**src/rtl/control_sequencer.sv**
```systemverilog
// control_sequencer: hardwired control unit for the single-bus CPU datapath.
// Steps the datapath through fetch (T0-T3) and execute (T4-T9) T-steps,
// decoding ir[31:27] and driving all datapath control lines.
// Optional feature: define CTRL_SINGLE_STEP_EN to add a `step` input and a
// PAUSE state entered after every completed instruction.
module control_sequencer #(
  parameter logic [4:0] ALU_INC = 5'b11111,
  parameter logic [4:0] ALU_ADD = 5'b00011
) (
  input  logic        clk,
  input  logic        clr,
  input  logic        start,
`ifdef CTRL_SINGLE_STEP_EN
  input  logic        step,
`endif
  input  logic [31:0] ir,
  input  logic        con_ff,
  output logic        Gra,
  output logic        Grb,
  output logic        Grc,
  output logic        Rin,
  output logic        Rout,
  output logic        BAout,
  output logic [31:0] enable,
  output logic [31:0] busSelect,
  output logic [4:0]  Control_Signals,
  output logic        ReadRAM,
  output logic        WriteRAM,
  output logic        MD_Read,
  output logic        running,
  output logic        halted
);

  typedef enum logic [3:0] {
    IDLE, T0, T1, T2, T3, T4, T5, T6, T7, T8, T9, HALT
`ifdef CTRL_SINGLE_STEP_EN
    , PAUSE
`endif
  } state_t;

`ifdef CTRL_SINGLE_STEP_EN
  localparam state_t DONE = PAUSE;
`else
  localparam state_t DONE = T0;
`endif

  state_t state, state_nxt;

  // Opcode decode; instruction classes share execute sequences.
  logic [4:0] opcode;
  logic is_alu_rr, is_alu_imm, is_ldi, is_ld, is_st, is_br;
  logic is_in, is_out, is_mfhi, is_mflo, is_halt, is_short, has_exec;
  logic unused_ir;

  assign opcode     = ir[31:27];
  assign unused_ir  = ^ir[26:0];
  assign is_alu_rr  = (opcode >= 5'b00011) && (opcode <= 5'b01011);
  assign is_alu_imm = (opcode >= 5'b01100) && (opcode <= 5'b01110);
  assign is_ldi     = (opcode == 5'b00001);
  assign is_ld      = (opcode == 5'b00000);
  assign is_st      = (opcode == 5'b00010);
  assign is_br      = (opcode == 5'b10011);
  assign is_in      = (opcode == 5'b10110);
  assign is_out     = (opcode == 5'b10111);
  assign is_mfhi    = (opcode == 5'b11000);
  assign is_mflo    = (opcode == 5'b11001);
  assign is_halt    = (opcode == 5'b11011);
  assign is_short   = is_in | is_out | is_mfhi | is_mflo;
  assign has_exec   = is_alu_rr | is_alu_imm | is_ldi | is_ld | is_st | is_br | is_short;

  // State register; clr abandons any instruction in flight.
  always_ff @(posedge clk or posedge clr) begin
    if (clr) state <= IDLE;
    else     state <= state_nxt;
  end

  // Next-state sequencing: each instruction class leaves at its last step.
  always_comb begin
    state_nxt = state;
    case (state)
      IDLE: if (start) state_nxt = T0;
      T0:   state_nxt = T1;
      T1:   state_nxt = T2;
      T2:   state_nxt = T3;
      T3: begin
        if (is_halt)       state_nxt = HALT;
        else if (has_exec) state_nxt = T4;
        else               state_nxt = DONE;
      end
      T4:   state_nxt = is_short ? DONE : T5;
      T5:   state_nxt = T6;
      T6:   state_nxt = (is_ld | is_st | is_br) ? T7 : DONE;
      T7:   state_nxt = is_ld ? T8 : DONE;
      T8:   state_nxt = T9;
      T9:   state_nxt = DONE;
      HALT: state_nxt = HALT;
`ifdef CTRL_SINGLE_STEP_EN
      PAUSE: if (step) state_nxt = T0;
`endif
      default: state_nxt = IDLE;
    endcase
  end

  // Control outputs decoded from the current step and instruction.
  always_comb begin
    Gra = 1'b0; Grb = 1'b0; Grc = 1'b0; Rin = 1'b0; Rout = 1'b0; BAout = 1'b0;
    enable = '0; busSelect = '0; Control_Signals = '0;
    ReadRAM = 1'b0; WriteRAM = 1'b0; MD_Read = 1'b0;
    running = (state >= T0) && (state <= T9);
    halted  = (state == HALT);
    case (state)
      T0: begin
        busSelect[20] = 1'b1; enable[25] = 1'b1; enable[18] = 1'b1;
        Control_Signals = ALU_INC;
      end
      T1: begin busSelect[19] = 1'b1; enable[20] = 1'b1; ReadRAM = 1'b1; end
      T2: begin MD_Read = 1'b1; enable[21] = 1'b1; end
      T3: begin busSelect[21] = 1'b1; enable[24] = 1'b1; end
      T4: begin
        if (is_alu_rr | is_alu_imm) begin Grb = 1'b1; Rout = 1'b1; enable[19] = 1'b1; end
        else if (is_ldi | is_ld | is_st) begin Grb = 1'b1; BAout = 1'b1; enable[19] = 1'b1; end
        else if (is_br) begin Gra = 1'b1; Rout = 1'b1; enable[27] = 1'b1; end
        else if (is_in) begin busSelect[22] = 1'b1; Gra = 1'b1; Rin = 1'b1; end
        else if (is_out) begin Gra = 1'b1; Rout = 1'b1; enable[26] = 1'b1; end
        else if (is_mfhi) begin busSelect[16] = 1'b1; Gra = 1'b1; Rin = 1'b1; end
        else if (is_mflo) begin busSelect[17] = 1'b1; Gra = 1'b1; Rin = 1'b1; end
      end
      T5: begin
        if (is_alu_rr) begin
          Grc = 1'b1; Rout = 1'b1; Control_Signals = opcode; enable[18] = 1'b1;
        end else if (is_alu_imm) begin
          busSelect[23] = 1'b1; Control_Signals = opcode; enable[18] = 1'b1;
        end else if (is_ldi | is_ld | is_st) begin
          busSelect[23] = 1'b1; Control_Signals = ALU_ADD; enable[18] = 1'b1;
        end else if (is_br) begin
          busSelect[20] = 1'b1; enable[19] = 1'b1;
        end
      end
      T6: begin
        if (is_alu_rr | is_alu_imm | is_ldi) begin
          busSelect[19] = 1'b1; Gra = 1'b1; Rin = 1'b1;
        end else if (is_ld | is_st) begin
          busSelect[19] = 1'b1; enable[25] = 1'b1;
        end else if (is_br) begin
          busSelect[23] = 1'b1; Control_Signals = ALU_ADD; enable[18] = 1'b1;
        end
      end
      T7: begin
        if (is_ld) ReadRAM = 1'b1;
        else if (is_st) begin Gra = 1'b1; Rout = 1'b1; WriteRAM = 1'b1; end
        else if (is_br) begin busSelect[19] = 1'b1; enable[20] = con_ff; end
      end
      T8: begin MD_Read = 1'b1; enable[21] = 1'b1; end
      T9: begin busSelect[21] = 1'b1; Gra = 1'b1; Rin = 1'b1; end
      default: ;
    endcase
  end

endmodule

```
**config.mk**
```make
export PLATFORM = sky130hd
export DESIGN_NAME = control_sequencer
export DESIGN_NICKNAME = d
export VERILOG_FILES = /design/src/rtl/control_sequencer.sv
export SDC_FILE = /design/constraint.sdc
export NUM_CORES = 1
export LEC_CHECK = 0
export ABC_AREA = 0
export CORE_MARGIN = 2
export CORE_UTILIZATION = 27
export CTS_CLUSTER_DIAMETER = 40
export DETAILED_ROUTE_END_ITERATION = 10
export PLACE_DENSITY = 0.71
export SYNTH_ARGS = -nofsm -noshare
export SYNTH_HDL_FRONTEND = slang
export SYNTH_SLANG_ARGS = --single-unit
```
**constraint.sdc**
```tcl
create_clock -name clk -period 3.6 [get_ports clk]
set_clock_uncertainty 0.15 [all_clocks]
set_input_delay 0.72 -clock clk [delete_from_list [all_inputs] [get_ports clk]]
set_output_delay 0.72 -clock clk [all_outputs]
set_load 0.05 [all_outputs]
```
* Yosys cells after proc, flatten, opt, wreduce, memory -nomap -nowiden
Index checks and enable logic that the tools add are counted.
** Word-level totals
- Register bits :: 4
- Bits in latches :: 0
- Bits in writable memories :: 0
- ROM bits :: 0
- Memories kept :: 0
** Operators by class
- $add $sub $neg :: 0
- Multiply operators :: 0
- Divide/modulo/power cells :: 0
- Magnitude comparators :: 6
- Equality and inequality tests :: 20
- Shift operators :: 0
- Mux-type cells :: 91
- Bitwise logic cells :: 13
- Reduce and logical (&&, ||, !) cells :: 7
** Operators with widths (number)
- $mux W1 :: 57
- $pmux W4 S12 :: 1
- $eq A5 B5 Y1 const B :: 6
- $mux W2 :: 13
- $eq A4 B3 Y1 const B :: 4
- $eq A4 B4 Y1 const B :: 4
- $mux W4 :: 4
- $pmux W5 S3 :: 1
- $or A1 B1 Y1 :: 13
- $pmux W1 S2 :: 6
- $pmux W1 S3 :: 4
- $le A5 B4 Y1 const B :: 2
- $mux W5 :: 2
- $eq A4 B2 Y1 const B :: 2
- $mux W3 :: 2
- $eq A5 B1 Y1 const B :: 1
- $eq A5 B2 Y1 const B :: 1
- $ge A5 B2 Y1 const B :: 1
- $ge A5 B4 Y1 const B :: 1
- $logic_not A5 Y1 :: 1
- $eq A4 B1 Y1 const B :: 1
- $ge A4 B1 Y1 const B :: 1
- $le A4 B4 Y1 const B :: 1
- $logic_not A4 Y1 :: 1
- other kinds (4) :: 7

* Longest topological paths before layout
- Word-level depth :: 11
- Gate-level depth with buffers :: 6

* Least setup slack after synthesis
OpenSTA, ideal clock, no wires.
- Path kind :: input to output
- Start point :: input port ir[31]
- End point :: output port busSelect[17]
- Arrival time :: 2.742 ns
- Data required time :: 2.730 ns
- Slack :: -0.012 ns
- Stages :: 3
- Path buffers :: 1
- Path through :: buf_2 > nand3_1 > nor4b_1
** On the way
- Longest elaborated chain between the ends :: 9
- Elaborated cells between the ends (all ways) :: 25
** Ends and longest elaborated chain
- from (decl) :: line 16 : input logic [31:0] ir,
- $eq A5 B5 Y1 :: line 66 : assign is_mflo = (opcode == 5'b11001);
- $mux W1 :: line 126 : else if (is_mflo) begin busSelect[17] = 1'b1; Gra = 1'b1; Rin = 1'b1; end
- $mux W1 :: line 125 : else if (is_mfhi) begin busSelect[16] = 1'b1; Gra = 1'b1; Rin = 1'b1; end
- $mux W2 :: line 124 : else if (is_out) begin Gra = 1'b1; Rout = 1'b1; enable[26] = 1'b1; end
- $mux W2 :: line 123 : else if (is_in) begin busSelect[22] = 1'b1; Gra = 1'b1; Rin = 1'b1; end
- $mux W2 :: line 122 : else if (is_br) begin Gra = 1'b1; Rout = 1'b1; enable[27] = 1'b1; end
- $mux W2 :: line 121 : else if (is_ldi | is_ld | is_st) begin Grb = 1'b1; BAout = 1'b1; enable[19] = 1'b1; end
- $mux W2 * :: line 120 : if (is_alu_rr | is_alu_imm) begin Grb = 1'b1; Rout = 1'b1; enable[19] = 1'b1; end
- $mux W2 * :: line 111 : case (state)
- to (decl) :: line 25 : output logic [31:0] busSelect,
Mark *: on every way between the ends. The rest lies on a longest branch, timed or not.

* Worst setup path after layout
- Start point :: input port ir[28]
- End point :: output port Control_Signals[1]
** On the way
- Longest elaborated chain between the ends :: 7
- Elaborated cells between the ends (all ways) :: 22
** Ends and longest elaborated chain
- branches (longest 6 deep; another with $ge A5 B2 Y1)
- $pmux W5 S3 * :: line 111
- to (decl) :: line 26 : output logic [4:0] Control_Signals,
Mark *: on every way between the ends.

==> flow_summary.toml <==
[timing]
finalMaxSlewViolations = 0
worst_slew_pin_tran_ns = 0.594
finalHoldViolations = 0
setup_viol = 0
rsz_0062_raised_after_global_routing = "no"
fin_crit_sh_pct = 96.6
whs_ns = 0.533
fmaxAchievable_mhz = 287
setup-tns-final_ns = 0
finalWorstPathRequiredPeriod_ns = 3.48
timing.max_slew.rel_slack_pct = 60.4

[cts]
cts_repair_resize_count = 0
cts_root_buffer = "sky130_fd_sc_hd__clkbuf_8"
clock_tree_from_tritoncts = "built"
worst_skew_pair.late_latency_ns = 0.22
cts-buffers-inserted = 3
cts.reportedPaths.clkPinSlew_ns = 0.03
cts.hold.buffers_added = 0
post_cts_buffers = 0
clock_tree.buffer_depth = 2
numClockSinks = 4
h_tree_depth = 1

[global_route]
grt_first_pass_wirelength_um = 5290
first_global_vias = 1124
global_route.overflow_total = 0
antenna_found_initial = 0
grt_start_max_net_pins = 22
track_usage_pct = 12.1

[floorplanning]
die_width_um = 73.4
ios = 116
core_sq_mm = 0.00469
std_cell_rows = 25
die_area_sq_mm = 0.00538
start_util_pct = 27.7
chipHeight_um = 73.4

[finish]
post_route_cell_area_sq_mm = 0.00186
layout.cells.most_common = "sky130_fd_sc_hd__conb_1"
finish.net_count = 266
syn2layout_area_growth_pct = 43.1
n_fill_cell = 482
largestRegisters = "state: 4 flops"
final_layout_size_suffix_gt1_share_pct = 22.8
finish.cell_count_without_fillers = 282
most-common-layout-cells = "49 x sky130_fd_sc_hd__conb_1, 24 x sky130_fd_sc_hd__buf_12, 16 x sky130_fd_sc_hd__nand2_1, 15 x sky130_fd_sc_hd__nor2_1, 15 x sky130_fd_sc_hd__clkdlybuf4s50_1"
top_register = "state"
insertedDiodeCount = 0
largest_reg_flops = 4

[routing]
vias = 1307
drt-pass1-iter-count = 4
detail_route.wirelength_um = 3290
post-route-drc-count = 0
drt-vias-per-instance = 4.63
route.antenna.remaining_nets = 0
post_drt_wl_per_cell_um = 11.7
initial_drc_count = 78

[placement]
post-dp-hpwl_um = 2650
placer_s_final_routability_congestion_estimate = 0.920
portBuffers = 39
post_dp_cell_area_sq_mm = 0.00182
cells_after_dpl = 279

[power]
clock_power_share_pct = 7.2
combPwrFrac_pct = 82.8
switching_share_of_power_pct = 57.7
pwr_density_cell_mw_per_mm2 = 701
total_power_w = 0.00130
power_frac_seq_pct = 10.0
power_dissipated_by_switching_net_loads_w = 0.000751
max-vdd-ir-drop_uv = 599
power.internal_w = 0.000550
leakagePower_nw = 0.817

[critical_path]
crit_path_max_cell_delay_ns = 0.53
category_of_the_critical_setup_timing_path = "in2out"
crit_path_capture_type = "primary output"
slowest_stage = "sky130_fd_sc_hd__clkdlybuf4s50_1"
critPathArrivalTime_ns = 2.61
r2r-end = "state[3]$_DFFE_PP0P_"
r2r_start = "state[3]$_DFFE_PP0P_"
timing.reg2reg.setup_slack_ns = 1.76
path_buf_inv = 4
required_ns = 2.73
worst_path_dominant_cell_family = "buffers and inverters"
timing.critical_path.depth = 8
critical-path-top-cell-by-count = "sky130_fd_sc_hd__buf_4"
timing.critical_path.from_type = "input pin"
critical_path.max_fanout = 9
crit_chain = "clkdlybuf4s50_1 -> buf_4 -> and3_1 -> nand3_1 -> o21ba_2 -> o21ai_0 -> buf_4 -> buf_12"
r2r.worst_path.cells = 4

[yosys]
synth_area_per_cell_sq_um = 6.80
ys_seq_area_share_pct = 7.71
synthDominantAreaCellType = "sky130_fd_sc_hd__buf_4"
post_synth_inst_count = 191
synthesis.yosys.warnings = 0
synth_area_leaders = "sky130_fd_sc_hd__buf_4 29%, sky130_fd_sc_hd__dfrtp_1 7.7%, sky130_fd_sc_hd__nand2_1 4.6%"
synth_largest_type_area_fraction_pct = 28.9
synth_cell_types = 50
post_synth_instance_area_sq_mm = 0.00130
ys_seq_elements = 4

[outcome]
status = "finished clean"

[flow_run]
max_cap_violations = 0

[worst_hold_path]
hold_path_class = "in2async"
==> worst register-to-register path, cell delays in order, from the launching register on <==
cell,delay (ns)
sky130_fd_sc_hd__dfrtp_1,0.71
sky130_fd_sc_hd__and4b_1,0.31
sky130_fd_sc_hd__a21oi_1,0.13
sky130_fd_sc_hd__o22ai_1,0.08
sky130_fd_sc_hd__a221o_1,0.34
==> power by group through the flow <==
stage	clock network (W)	registers, W	logic [W]
after detailed placement	0	0.000129	0.00108
final	0.0000931	0.000131	0.00108
after global placement	0	0.000128	0.00108
after CTS	0.0000953	0.000129	0.00108
after global routing	0.000102	0.000138	0.00113
after floorplan	0	0.0000664	0.000772
==> per-stage QoR <==
stage / utilization (%) / setup WS, ns
detailed placement: 38.7 / 0.159
floorplan: - / 0.0401
CTS: 39.6 / 0.145
global route: 39.6 / 0.0207
finish: 39.6 / 0.121
global placement: 38.7 / 0.171
==> Yosys cell counts, drive strengths merged <==
library cell,instances
buf,59
nand2,16
nor2,16
a21oi,10
nand2b,7
inv,6
nor3,6
o21ai,6
nand3,5
clkbuf,4
dfrtp,4
nor2b,4
a21boi,3
a31o,3
and3,3
nor3b,3
o22a,3
o22ai,3
a22oi,2
a31oi,2
and2,2
nand4b,2
o211ai,2
or2,2
a211o,1
a221o,1
a2bb2oi,1
a311oi,1
a32oi,1
and3b,1
and4b,1
conb,1
mux2i,1
nand3b,1
nand4,1
nor4,1
nor4b,1
o2111ai,1
o21ba,1
o21bai,1
o31ai,1
or4,1
==> layer usage <==
layer / global-route usage (%) / part of all wire [%]
met3: 1.78 / 8.2
met2: 20.2 / 51
met5: 0 / 0
met1: 16.1 / 39
met4: 3.64 / 1.0
==> how the worst max path moves through the flow <==
stage,start,end
floorplan,ir[30],BAout
global placement,ir[28],Control_Signals[1]
detailed placement,ir[28],Control_Signals[1]
CTS,ir[28],Control_Signals[1]
global route,ir[28],Control_Signals[1]
finish,ir[28],Control_Signals[1]
==> kinds of logic after synthesis <==
group / count (synthesis) / synth area share (%)
AND/OR/NAND/NOR: 73 / 32.0
buffers and inverters: 69 / 35.7
AO/OA/AOI/OAI: 43 / 23.5
flip-flops: 4 / 7.71
multiplexers: 1 / 0.771
other: 1 / 0.289
==> area by class of cell <==
type,count,area [sq um],area share [%]
repair buffers,49,706,38.0
multi-input cells,166,921,49.6
flip-flops and latches,4,100,5.39
well taps,54,67.6,3.64
clock buffers,3,41.3,2.22
inverters,6,22.5,1.21
No activity file was read; power rests on OpenSTA's default activity.
